**config.mk**
```make
export PLATFORM = sky130hd
export DESIGN_NAME = fir_filter_serial
export DESIGN_NICKNAME = d
export VERILOG_FILES = /design/src/rtl/fir_pkg.sv /design/src/rtl/fir_mac.sv /design/src/rtl/fir_filter_serial.sv
export SDC_FILE = /design/constraint.sdc
export NUM_CORES = 1
export LEC_CHECK = 0
export ABC_AREA = 1
export ABC_CLOCK_PERIOD_IN_PS = 6360
export CAP_MARGIN = 10
export CORE_MARGIN = 5
export CORE_UTILIZATION = 24
export CTS_CLUSTER_SIZE = 24
export DETAILED_ROUTE_END_ITERATION = 7
export PLACE_DENSITY_LB_ADDON = 0.2
export SLEW_MARGIN = 10
export SYNTH_ARGS = -nofsm -noshare
export SYNTH_HDL_FRONTEND = slang
export SYNTH_SLANG_ARGS = --single-unit
```
**constraint.sdc**
```tcl
create_clock -name clk -period 6.36 [get_ports clk]
set_clock_uncertainty 0.1 [all_clocks]
set_input_delay 1.272 -clock clk [delete_from_list [all_inputs] [get_ports clk]]
set_output_delay 1.272 -clock clk [all_outputs]
set_load 0.01 [all_outputs]
```
**src/rtl/fir_pkg.sv**
```systemverilog
// Shared types and helpers for the time-multiplexed FIR filter.
package fir_pkg;

  typedef enum logic [1:0] {
    IDLE,
    MAC,
    DONE
  } state_t;

  // Coefficient value after reset: all ones turns the filter into a moving sum.
  localparam int COEF_RESET = 1;

  function automatic int out_width(input int data_w, input int coef_w, input int taps);
    return data_w + coef_w + $clog2(taps);
  endfunction

endpackage

```
**src/rtl/fir_mac.sv**
```systemverilog
// Signed multiply-accumulate with synchronous clear and enable.
module fir_mac #(
  parameter int DATA_W = 8,
  parameter int COEF_W = 8,
  parameter int OUT_W  = 18
) (
  input  logic                     clk,
  input  logic                     rst,
  input  logic                     clr,
  input  logic                     en,
  input  logic signed [DATA_W-1:0] sample,
  input  logic signed [COEF_W-1:0] coef,
  output logic signed [OUT_W-1:0]  acc
);

  localparam int PROD_W = DATA_W + COEF_W;

  logic signed [PROD_W-1:0] prod;

  assign prod = sample * coef;

  // NOTE: sequential state is always written with non-blocking assignments.
  always_ff @(posedge clk or negedge rst) begin
    if (!rst) begin
      acc <= '0;
    end else if (clr) begin
      acc <= '0;
    end else if (en) begin
      acc <= acc + {{(OUT_W - PROD_W){prod[PROD_W-1]}}, prod};
    end
  end

endmodule

```
**src/rtl/fir_filter_serial.sv**
```systemverilog
// Serial FIR filter: one MAC steps through the taps, one per clock, with a
// valid/ready sample input and runtime-loadable coefficients.
module fir_filter_serial
  import fir_pkg::*;
#(
  parameter  int DATA_W = 8,
  parameter  int COEF_W = 8,
  parameter  int TAPS   = 4,
  localparam int OUT_W  = out_width(DATA_W, COEF_W, TAPS),
  localparam int ADDR_W = $clog2(TAPS)
) (
  input  logic              clk,
  input  logic              rst,
  input  logic              clr,
  input  logic [DATA_W-1:0] data_in,
  input  logic              in_valid,
  output logic              in_ready,
  input  logic              coef_we,
  input  logic [ADDR_W-1:0] coef_addr,
  input  logic [COEF_W-1:0] coef_data,
  output logic              coef_err,
  output logic [OUT_W-1:0]  data_out,
  output logic              out_valid
);

  state_t state, next_state;
  logic [ADDR_W-1:0]        idx;
  logic signed [DATA_W-1:0] delay [TAPS];
  logic signed [COEF_W-1:0] coef  [TAPS];
  logic signed [OUT_W-1:0]  acc;
  logic accept, last_tap, addr_ok, coef_take;

  assign in_ready  = (state == IDLE) && !clr;
  assign accept    = in_valid && in_ready;
  assign last_tap  = (idx == ADDR_W'(TAPS - 1));
  assign addr_ok   = (int'(coef_addr) < TAPS);
  assign coef_take = coef_we && (state == IDLE) && addr_ok;

  always_comb begin
    // NOTE: default first so every path assigns next_state and no latch is inferred.
    next_state = state;
    unique case (state)
      IDLE: if (accept) next_state = MAC;
      MAC:  if (clr) next_state = IDLE;
            else if (last_tap) next_state = DONE;
      DONE: next_state = IDLE;
      default: next_state = IDLE;
    endcase
  end

  always_ff @(posedge clk or negedge rst) begin
    if (!rst) begin
      state <= IDLE;
      idx   <= '0;
    end else begin
      state <= next_state;
      if (accept) idx <= '0;
      else if (state == MAC) idx <= idx + 1'b1;
    end
  end

  // NOTE: delay line and coefficient file are flops, so they take a reset value;
  // a RAM-based store would not be reset.
  always_ff @(posedge clk or negedge rst) begin
    if (!rst) begin
      for (int i = 0; i < TAPS; i++) begin
        delay[i] <= '0;
        coef[i]  <= COEF_W'(COEF_RESET);
      end
    end else begin
      if (clr) begin
        for (int i = 0; i < TAPS; i++) delay[i] <= '0;
      end else if (accept) begin
        for (int i = TAPS - 1; i > 0; i--) delay[i] <= delay[i-1];
        delay[0] <= data_in;
      end
      // Write lands before the MAC starts, so a same-cycle sample sees it.
      if (coef_take) coef[coef_addr] <= coef_data;
    end
  end

  always_ff @(posedge clk or negedge rst) begin
    if (!rst) begin
      data_out  <= '0;
      out_valid <= 1'b0;
      coef_err  <= 1'b0;
    end else begin
      out_valid <= (state == DONE) && !clr;
      if ((state == DONE) && !clr) data_out <= acc;
      coef_err  <= coef_we && !coef_take;
    end
  end

  fir_mac #(
    .DATA_W(DATA_W),
    .COEF_W(COEF_W),
    .OUT_W (OUT_W)
  ) u_mac (
    .clk   (clk),
    .rst   (rst),
    .clr   (accept || clr),
    .en    ((state == MAC) && !clr),
    .sample(delay[idx]),
    .coef  (coef[idx]),
    .acc   (acc)
  );

endmodule

```
==> results.toml <==
[synthesis]
syn_area_sq_um = 7944
yosysUniqueCellTypes = 37
synth_edf_count = 0
syn-num-nets = 1134
postSynth.asyncResetShare_pct = 100.0
yosysSeqAreaShare_pct = 33.45
ys.flop_type = "dfrtp_1"
netlist_instances = 1008
ys_seq_elements = 106
yosys.area.top_type = "dfrtp_1"
yosys.area.top_type_share_pct = 32.13
synth_most_common_cell = "nand2_1"
synthTopCellsByArea = "dfrtp_1 (32%), fa_1 (14%), nand2_1 (11%)"
avgSynthCellArea_sq_um = 7.881
synthTopCellsByCount = "nand2_1 (226), inv_1 (204), dfrtp_1 (102), o21ai_0 (92), nor2_1 (83)"
ys_warn_count = 0

[final_layout]
regArea_sq_um = 2659
diodes = 0
fill_cells = 3496
post-route-util_pct = 31.29
syn_to_final_growth_pct = 28.49
num-nets-final = 1263
multiInputGateArea_sq_um = 4716
drive_gt1_share_pct = 18.21

[timing]
tightest_slew_ns = 0.9492
clock.fmax_mhz = 163.6
slew_viol_final = 0
rsz0062_at_grt = "true"
fin_crit_sh_pct = 96.09
slew-limit-headroom_pct = 36.65
finalHoldViolCount = 0
setup_viol = 0
period_needed_ns = 6.111

[setup_path]
critPathMaxStageDelay_ns = 0.61
cp_max_fo = 17
startpoint = "idx[0]$_DFFE_PN0P_"
startpoint_type = "flop"
cp.required_ns = 6.56
reg2reg_slack_ns = 0.25
cp.arrival_ns = 6.31
critPathCaptureType = "flop"
crit_type = "reg -> reg"
r2r_cells = 31
timing.rr.end = "u_mac.acc[15]$_DFFE_PN0P_"
crit_path_top_delay_cell = "fa_1"
rr_startpoint = "idx[0]$_DFFE_PN0P_"

[die]
rows = 66
die_h_microns = 191.9
core_region_area_sq_um = 32620
dieArea_sq_um = 36840
start_util_pct = 24.35
die_w_microns = 191.9
ios = 44

[clocking]
clock_latency_ns = 0.38
cts_buffers = 9
cts_tree = "built"
clockBufferDepth = 2
cts_sinks = 106
clk_pin_slew_ns = 0.08
h-tree-depth = 3
root_buffer = "clkbuf_16"
cts_hold_buffers = 0

[placed_design]
dp.final_hpwl_mm = 17.16
place_congestion = 0.8747
portBuffers = 43

[route]
ant_nets = 0
wl_mm = 22.09
wl_per_cell_microns = 13.94
vias = 6762
dr.first_iter.drc_count = 334
drc = 0
first_pass_iters = 4
vias_per_cell = 4.269

[worst_hold_path]
min_from = "data_out[13]$_DFFE_PN0P_"
holdPathStages = 2
hold_end = "data_out[13]$_DFFE_PN0P_"
hold_class = "reg -> reg"

[global_route]
grt_pass1_wl_mm = 36.55
grt_overflow = 0
grt_pass1_vias = 6896
antenna_found_initial = 0
grt_use_total_pct = 12.52
grt_max_degree = 59

[run_status]
status = "complete, no violations"

[flow_run]
drv_cap = 0
==> layout by cell type, fill, tap and decap left out, types with 2 or more instances in the layout <==
cell             Yosys  layout
clkinvlp_4           0       2
nor2_1              83      68
ha_1                47      38
ha_2                 0       2
o22ai_2              5       5
nand2_2              1       9
inv_8                0       2
buf_6                1       2
dfrtp_1            102     101
xnor2_1              5       5
nor3_2               1       5
o22ai_1             17      17
dfstp_2              4       4
fa_1                56      56
nand2_1            226     218
clkdlybuf4s50_1      0      42
buf_4                0      97
clkbuf_16            0       9
a21oi_2              0      10
a32oi_2              0       7
nor2_4               1       3
nand3_2              0       2
o21ai_0             92      83
clkinv_4             0       2
a32oi_1             13       5
inv_1              204     199
o21ai_2              5       8
inv_4                2       2
nor2_2               2      15
xor2_1               7       7
inv_2                3       6
a32o_1               2       2
o21ai_1              4      10
a21oi_1             52      41
ha_4                 0       7
nand3_1             37      35
==> final cells by class <==
type	instances	share of cell area, %
Clock buffer	11	2.378
Clock inverter	5	0.4658
Inverter	209	7.821
Multi-Input combinational cell	669	46.20
Sequential cell	106	26.05
Tap cell	442	5.418
Timing Repair Buffer	142	11.67
==> critical path, delay by kind of cell, from the launching register on <==
family                   cells  cell delay [ns]
XOR/XNOR                     1             0.16
AND/OR/NAND/NOR              6             0.40
flip-flops                   1             0.44
buffers and inverters       12             1.36
adder cells (fa/ha/maj)      6             2.76
AO/OA/AOI/OAI                6             0.80
==> repair_timing <==
action	CTS	global route
gates resized for setup	6	80
buffers inserted	0	13
pin swaps	0	25
setup endpoints to repair	4	9
==> registers in the layout, summed over array words and instances (netlist names) <==
signal	cells
out_valid	1
idx	2
delay	32
state	2
data_out	18
coef	32
u_mac.acc	18
coef_err	1
==> routing by layer <==
layer | vias to the layer above | share of wire (%) | track usage (%)
met5 | - | 0 | 0
met4 | 0 | 1.4 | 2.818
met3 | 14 | 2.5 | 1.963
met2 | 74 | 46 | 20.28
met1 | 3231 | 50 | 17.67
li1 | 3443 | - | -
==> stage by stage <==
step | cell area, sq um | TNS, ns | hold slack, ns | setup slack [ns] | std cells
after floorplan | 7944 | 0 | 0.3533 | 0.3731 | 1008
after CTS | 9791 | 0 | 0.3921 | 0.01720 | 1571
after detailed placement | 9472 | -0.1998 | 0.3738 | -0.09359 | 1555
after global routing | 10210 | -0.2024 | 0.4138 | -0.1076 | 1584
final | 10210 | 0 | 0.3835 | 0.2490 | 1584
after global placement | 9472 | -0.1837 | 0.3573 | -0.1557 | 1555
==> worst max path at each step <==
stage	cells past startpoint	endpoint	slack [ns]
after floorplan	30	u_mac.acc[17]$_DFFE_PN0P_	0.37
after global placement	29	u_mac.acc[17]$_DFFE_PN0P_	-0.16
final	31	u_mac.acc[15]$_DFFE_PN0P_	0.25
after CTS	32	u_mac.acc[17]$_DFFE_PN0P_	0.02
after global routing	32	u_mac.acc[17]$_DFFE_PN0P_	-0.11
after detailed placement	29	u_mac.acc[17]$_DFFE_PN0P_	-0.09
==> cells by family (layout without fill, tap and decap cells) <==
family / after synthesis / count (layout) / share of synthesized area [%]
AOI/OAI and AO/OA: 196 / 196 / 14.25
xor gates and xnor gates: 12 / 12 / 1.323
adders and majority gates: 103 / 103 / 21.52
buffers and inverters: 233 / 367 / 11.34
DFF: 106 / 106 / 33.45
and+or+nand+nor: 358 / 358 / 18.11
Power is left out: the tool's default activity adds up to more than one toggle a clock period on the data nets, which glitch-free logic cannot reach.
